===== config.mk =====
export PLATFORM = sky130hd
export DESIGN_NAME = instr_fetch_unit
export DESIGN_NICKNAME = d
export VERILOG_FILES = /design/src/rtl/instr_fetch_unit.sv
export SDC_FILE = /design/constraint.sdc
export NUM_CORES = 1
export LEC_CHECK = 0
export ABC_CLOCK_PERIOD_IN_PS = 2200
export CAP_MARGIN = 10
export CELL_PAD_IN_SITES_DETAIL_PLACEMENT = 0
export CELL_PAD_IN_SITES_GLOBAL_PLACEMENT = 1
export CORE_ASPECT_RATIO = 1.4
export CORE_MARGIN = 2
export CORE_UTILIZATION = 30
export DETAILED_ROUTE_END_ITERATION = 10
export GPL_ROUTABILITY_DRIVEN = 1
export MAX_ROUTING_LAYER = met4
export PLACE_DENSITY = 0.77
export SKIP_CTS_REPAIR_TIMING = 1
export SLEW_MARGIN = 20
export SYNTH_ARGS = -nofsm -noshare
export SYNTH_HDL_FRONTEND = slang
export SYNTH_SLANG_ARGS = --single-unit
export TNS_END_PERCENT = 30

===== constraint.sdc =====
create_clock -name clk -period 2.2 [get_ports clk]
set_input_delay 0.22 -clock clk [delete_from_list [all_inputs] [get_ports clk]]
set_output_delay 0.22 -clock clk [all_outputs]
set_load 0.05 [all_outputs]

===== src/rtl/instr_fetch_unit.sv =====
// Instruction fetch stage: PC register, single-outstanding req/ack fetch and next-PC selection.
// Optional fetch watchdog is compiled in when FETCH_TIMEOUT_EN is defined.
module instr_fetch_unit #(
    parameter logic [31:0] RESET_PC = 32'h0000_0000,
    parameter int unsigned TIMEOUT  = 16
) (
    input  logic        clk,
    input  logic        reset,
    output logic        imem_req,
    output logic [31:0] imem_addr,
    input  logic        imem_ack,
    input  logic [31:0] imem_rdata,
    input  logic        stall,
    input  logic        Muxif,
    input  logic        jr_sel,
    input  logic [31:0] jr_target,
    output logic [31:0] instr,
    output logic        instr_valid,
    output logic [5:0]  Opcode,
    output logic [5:0]  Function,
    output logic [31:0] pc_out,
    output logic        fetch_err
);
    typedef enum logic [1:0] {
        ST_FETCH = 2'b00,
        ST_WAIT  = 2'b01,
        ST_VALID = 2'b10
    } state_t;

    state_t      state_r;
    logic [31:0] pc_r;
    logic [31:0] instr_r;
    logic        valid_r;
    logic [5:0]  opcode_r;
    logic [5:0]  function_r;
    logic [31:0] pc_plus4_s;
    logic [31:0] next_pc_s;

`ifdef FETCH_TIMEOUT_EN
    localparam int unsigned CNT_W = $clog2(TIMEOUT + 1);
    localparam logic [CNT_W-1:0] TO_LAST = CNT_W'(TIMEOUT - 1);

    logic [CNT_W-1:0] to_cnt_r;
    logic             fetch_err_r;

    assign fetch_err = fetch_err_r;
`else
    // The watchdog is absent; TIMEOUT stays referenced so both builds share one parameter list.
    assign fetch_err = 1'b0 & (TIMEOUT != 0);
`endif

    // Request is a decode of the FETCH state, suppressed while reset is held.
    assign imem_req    = (state_r == ST_FETCH) && !reset;
    assign imem_addr   = pc_r;
    assign pc_out      = pc_r;
    assign instr       = instr_r;
    assign instr_valid = valid_r;
    assign Opcode      = opcode_r;
    assign Function    = function_r;

    // Next-PC selection: sequential, j-type region jump, or word-aligned register jump.
    always_comb begin
        pc_plus4_s = pc_r + 32'd4;
        next_pc_s  = pc_plus4_s;
        if (!Muxif) begin
            next_pc_s = pc_plus4_s;
        end else if (jr_sel) begin
            next_pc_s = jr_target & 32'hFFFF_FFFC;
        end else begin
            next_pc_s = {pc_plus4_s[31:28], instr_r[25:0], 2'b00};
        end
    end

    // Fetch FSM with PC, instruction and decoded-field registers.
    always_ff @(posedge clk) begin
        if (reset) begin
            state_r    <= ST_FETCH;
            pc_r       <= RESET_PC;
            instr_r    <= 32'h0000_0000;
            valid_r    <= 1'b0;
            opcode_r   <= 6'd0;
            function_r <= 6'd0;
`ifdef FETCH_TIMEOUT_EN
            to_cnt_r    <= '0;
            fetch_err_r <= 1'b0;
`endif
        end else begin
            case (state_r)
                ST_FETCH: begin
                    state_r <= ST_WAIT;
`ifdef FETCH_TIMEOUT_EN
                    to_cnt_r <= '0;
`endif
                end
                ST_WAIT: begin
                    if (imem_ack) begin
                        instr_r    <= imem_rdata;
                        opcode_r   <= imem_rdata[31:26];
                        function_r <= imem_rdata[5:0];
                        valid_r    <= 1'b1;
                        state_r    <= ST_VALID;
                    end
`ifdef FETCH_TIMEOUT_EN
                    else if (to_cnt_r == TO_LAST) begin
                        // No response: substitute a NOP so the pipeline keeps moving.
                        instr_r     <= 32'h0000_0000;
                        opcode_r    <= 6'd0;
                        function_r  <= 6'd0;
                        valid_r     <= 1'b1;
                        fetch_err_r <= 1'b1;
                        state_r     <= ST_VALID;
                    end else begin
                        to_cnt_r <= to_cnt_r + CNT_W'(1);
                    end
`else
                    else begin
                        state_r <= ST_WAIT;
                    end
`endif
                end
                ST_VALID: begin
                    if (!stall) begin
                        pc_r       <= next_pc_s;
                        valid_r    <= 1'b0;
                        opcode_r   <= 6'd0;
                        function_r <= 6'd0;
                        state_r    <= ST_FETCH;
                    end else begin
                        state_r <= ST_VALID;
                    end
                end
                default: begin
                    state_r <= ST_FETCH;
                    valid_r <= 1'b0;
                end
            endcase
        end
    end
endmodule


==> impl_metrics.ini, run 1 <==
[timing]
clock_skew_ps = 5.74
finalSetupTns_ps = 0
max_freq_mhz = 486
worst_pin_slew_ps = 999
finalMaxSlewViolations = 0
slew_headroom_pct = 33.2
rsz0062_at_grt = false
fin_crit_ps = 2060
worst_hold_slack_ps = 353
hold_viol = 0
setup_viol_count_final = 0
setup_ws_ps = 142
layout_worst_path_cycle_share_pct = 93.6

[flow_run]
drv_cap = 0

[synthesis]
synth_top_area_share_pct = 36.9
synthFlopType = dfxtp_1
synth_seq_area_share_pct = 36.9
synthTopCellsByCount = nand2_1 (100), dfxtp_1 (77), a21oi_1 (74), buf_4 (35), clkbuf_1 (26)
synth_most_common_cell = nand2_1
synth_area_per_cell_sq_um = 7.88
async_reset_ff_share_pct = 0
ys.warnings.count = 0
synth_area_leaders = dfxtp_1 (37%), nand2_1 (9.0%), a21oi_1 (8.9%)
yosysUniqueCellTypes = 60
ys_ff_latch = 77
synthesis.instances = 530
synth_largest_area_cell = dfxtp_1
synth.cell_area_sq_um = 4180
synth_edf_count = 0

[clocking]
path_clk_slew_ps = 60
htree_levels = 3
cts.path.max_buffers = 2
cts_tree = yes
cts_buffers = 9
root_buffer = clkbuf_16
numClockSinks = 77
clk_latency_ps = 340

[place]
io_buffer_count = 173
dpl_cell_area_sq_um = 5920
pre_cts_ws_ps = 120
hpwl_um = 10700
place.gp.congestion = 0.865
numPlacedInstances = 839

[global_routing]
grt_max_degree = 53
grt_usage_pct = 19.6
grt_pass1_wl_um = 22600
grt_pass1_vias = 4237
grt.overflow.total = 0
antenna_found_initial = 0

[worst_setup_path]
crit_chain = ha_1, and4_1, nand4_4, or4_1, and3_1
path_class = reg2reg
end_kind = flop
critPathMaxStageDelay_ps = 550
reg2reg_slack_ps = 140
startpoint_type = flop
crit_required_ps = 2430
r2r.worst_path.cells = 5
crit_arrival_ps = 2290
reg2reg_to = imem_addr[24]$_SDFFE_PP0P_
cp_max_fo = 10
worstReg2RegStart = imem_addr[2]$_SDFFE_PP0P_
crit_slowest_cell = or4_1

[detailed_routing]
drt_iter0_drc = 210
via_per_inst = 5.23
routed_wirelength_um = 14400
drtPass1Iterations = 5
drc = 0
wl_per_cell_um = 16.9
routed-via-count = 4470
postRouteAntennaNets = 0

[floorplanning]
core-area_sq_um = 13800
die_width_um = 104
die_h_um = 144
start_util_pct = 30.3
dieArea_sq_um = 14900
num_rows = 51
ios = 181

[worst_hold_path]
hold_class = in2reg
hold_depth = 4
hold-path-endpoint = imem_addr[30]$_SDFFE_PP0P_
hold_start = reset

[cells_and_area]
seq_area_sq_um = 1540
fin_nets = 736
final_util_pct = 45.3
n_fill_cell = 1417
stdcell_area_sq_um = 6240
syn2layout_area_growth_pct = 49.4
multi_input_area_sq_um = 2190
diodes = 0
drive_gt1_share_pct = 8.96
final_cells = 855

[power]
power_density_nw_per_um2 = 625
vdd.ir_drop.worst_mv = 0.336
leakage_nw = 2.19
total_power_mw = 3.90

[outcome]
status = completed
[sequential cells by signal (all words and copies together) (netlist names)]
signal and cells:
state_r 2, Opcode 6, instr_valid 1, imem_addr 30, instr 32, Function 6
[cell type report]
cell class / instances / share of cell area (%)
multi-input combinational: 375 / 35.1
timing repair buffer: 199 / 31.1
sequential: 77 / 24.7
tap: 185 / 3.71
clock buffer: 9 / 3.61
clock inverter: 7 / 1.58
inverter: 3 / 0.180
[kinds of logic (layout without fill, tap and decap cells)]
logic type                 Yosys count  in the layout  share of synthesized area, %
AOI/OAI and AO/OA                  138            138                          20.4
buffers and inverters               82            218                          11.1
adders and majority gates            1              1                         0.299
and+or+nand+nor                    202            202                          24.0
muxes                               29             29                          7.16
DFF                                 77             77                          36.9
other                                1              5                        0.0898
[critical path: cells and delay by family (launching register included)]
kind	cells	cell delay, ps
simple gates	4	1250
fa+ha+maj	1	290
flops	1	420
[metal layers]
layer	global-route usage, %	vias up	wire length (um)
li1	-	2161	-
met2	33.4	185	7280
met5	-	-	0
met1	23.0	2096	5920
met4	7.25	0	284
met3	3.99	28	949
[worst max path at each step]
stage,startpoint,end,slack (ps)
4_1_cts,imem_addr[2]$_SDFFE_PP0P_,imem_addr[24]$_SDFFE_PP0P_,160
6_report,imem_addr[2]$_SDFFE_PP0P_,imem_addr[24]$_SDFFE_PP0P_,140
3_5_place_dp,stall,imem_addr[2]$_SDFFE_PP0P_,120
3_3_place_gp,stall,imem_addr[27]$_SDFFE_PP0P_,130
2_1_floorplan,imem_addr[6]$_SDFFE_PP0P_,imem_addr[24]$_SDFFE_PP0P_,70
5_1_grt,imem_addr[2]$_SDFFE_PP0P_,imem_addr[24]$_SDFFE_PP0P_,50
[cell usage in the layout, fill, tap and decap left out, types with 7 or more instances in the layout]
| cell type | instances |
|---|---|
| clkbuf_16 | 9 |
| dfxtp_1 | 75 |
| o21ai_0 | 10 |
| mux2i_1 | 22 |
| nand3_1 | 9 |
| nand2_1 | 100 |
| nor3_1 | 12 |
| a31oi_1 | 10 |
| clkdlybuf4s50_1 | 170 |
| nand4_1 | 17 |
| buf_4 | 25 |
| nor2_1 | 20 |
| mux2_2 | 7 |
| a21oi_1 | 74 |
| and4_1 | 10 |
[where the power goes]
| part | total [mW] | leakage, nW | internal (mW) | switching, mW |
|---|---|---|---|---|
| sequential | 1.51 | 0.626 | 1.45 | 0.0574 |
| combinational | 0.770 | 1.41 | 0.307 | 0.463 |
| clock | 1.63 | 0.156 | 1.00 | 0.626 |
(Power assumes the default switching activity.)
==> inputs of run 2 (changes only) <==
SETUP_SLACK_MARGIN = 0.3   (was unset)
==> run 2 against run 1 <==
Register-to-register slack better by 150 ps. Flip-flop and latch count stayed put. Clock power is 6% lower. Die area stayed put. Via count is 0.49% higher. Cell area is 0.40% higher. Combinational power hardly changed. First-iteration DRC count is 0.95% higher. Largest power group unchanged. Count of clock-buffer cells in the layout is 1 higher. Maximum frequency is 4.3% higher. Sequential power hardly changed. Non-clock buffer count is 3 lower.
==> impl_metrics.ini, run 2 (same netlist as run 1, synthesis figures left out) <==
[cells_and_area]
drive_gt1_share_pct = 12.3
final_common_cell = clkdlybuf4s50_1
multi_input_area_sq_um = 2230
n_fill_cell = 1388
diodes = 0
seq_area_sq_um = 1580
stdcell_area_sq_um = 6270
fin_nets = 734
layout_common_cells = clkdlybuf4s50_1 (168), nand2_1 (100), a21oi_1 (74), dfxtp_1 (56)
final_util_pct = 45.5
syn2layout_area_growth_pct = 50.0
largest_register_ffs = 32

[detailed_routing]
postRouteAntennaNets = 0
drtPass1Iterations = 5
drt_iter0_drc = 212
via_per_inst = 5.27
wl_per_cell_um = 17.3
drc = 0
routed_wirelength_um = 14800
routed-via-count = 4492

[outcome]
status = completed

[worst_setup_path]
startpoint_type = flop
critPathMaxStageDelay_ps = 880
end_kind = output port
crit_chain = clkdlybuf4s50_1
crit_required_ps = 1980
path_class = reg2out
crit_slowest_cell = clkdlybuf4s50_1
crit_buf_inv = 1
crit_arrival_ps = 1750
cp_top_family = buffers and inverters
cp_max_fo = 10

[timing]
fin_crit_ps = 1970
setup_viol_count_final = 0
clock_skew_ps = 5.52
slew_headroom_pct = 39.1
worst_pin_slew_ps = 910
finalSetupTns_ps = 0
layout_worst_path_cycle_share_pct = 89.7
finalMaxSlewViolations = 0
rsz0062_at_grt = true
max_freq_mhz = 507
hold_viol = 0

[worst_hold_path]
hold_class = in2reg

[power]
power_density_nw_per_um2 = 607
leakage_nw = 2.23
vdd.ir_drop.worst_mv = 0.326
total_power_mw = 3.80

[clocking]
htree_levels = 3
path_clk_slew_ps = 60
cts_buffers = 9
clk_latency_ps = 340
numClockSinks = 77
cts_tree = yes
root_buffer = clkbuf_16
cts.path.max_buffers = 2

[floorplanning]
core-area_sq_um = 13800
dieArea_sq_um = 14900
die_h_um = 144
ios = 181
num_rows = 51
start_util_pct = 30.3
die_width_um = 104

[place]
io_buffer_count = 173
dpl_cell_area_sq_um = 5920
hpwl_um = 10600
place.gp.congestion = 0.851

[global_routing]
grt_pass1_vias = 4227
grt_usage_pct = 19.3
grt.overflow.total = 0
grt_max_degree = 80
grt_pass1_wl_um = 22300
antenna_found_initial = 0

[flow_run]
drv_cap = 0
[run 2: cell types whose count changed in the layout (fill, tap and decap cells not counted), moves of 2 or more]
cell and change:
and4_1 -4, and4_2 +3, buf_4 -3, clkdlybuf4s50_1 -2, dfxtp_1 -19, dfxtp_2 +14, dfxtp_4 +5, dlymetal6s2s_1 +3
[run 2: layout make-up]
class | count | area share [%]
flip-flops and latches | 77 | 25.2
well taps | 185 | 3.69
multi-input cells | 376 | 35.6
repair buffers | 196 | 30.5
clock inverters | 6 | 1.12
clock buffers | 10 | 3.65
inverters | 3 | 0.180
[run 2: tightest hold or removal path: cells and delay by family]
| family | cells | cell delay [ps] |
|---|---|---|
| buf+inv | 1 | 110 |
| compound gates | 3 | 320 |
[run 2: path summary, 6_finish.rpt]
check | endpoint | start | slack, ps | cells after the start
max | pc_out[23] | imem_addr[23]$_SDFFE_PP0P_ | 230 | 1
min | imem_addr[30]$_SDFFE_PP0P_ | reset | 360 | 4
max reg2reg | imem_addr[23]$_SDFFE_PP0P_ | imem_addr[15]$_SDFFE_PP0P_ | 290 | 4
min reg2reg | Opcode[0]$_SDFFE_PP0P_ | Opcode[0]$_SDFFE_PP0P_ | 460 | 2
[run 2: per-stage QoR]
stage | std cells | hold WS, ps | setup slack [ps]
floorplan | 534 | 343 | 313
global placement | 833 | 443 | 83.3
detailed placement | 833 | 449 | 97.1
CTS | 849 | 352 | 218
global route | 853 | 395 | 209
finish | 853 | 365 | 227
[run 2: routing by layer]
| metal | GRT usage [%] | vias up | share of wire, % |
|---|---|---|---|
| li1 | - | 2154 | - |
| met1 | 22.1 | 2106 | 41 |
| met2 | 34.4 | 206 | 51 |
| met3 | 2.81 | 26 | 5.8 |
| met4 | 7.04 | 0 | 2.3 |
| met5 | - | - | 0 |
[run 2: power breakdown]
part	switching (mW)	internal, mW
Clock	0.640	0.891
Sequential	0.0598	1.44
Combinational	0.461	0.308
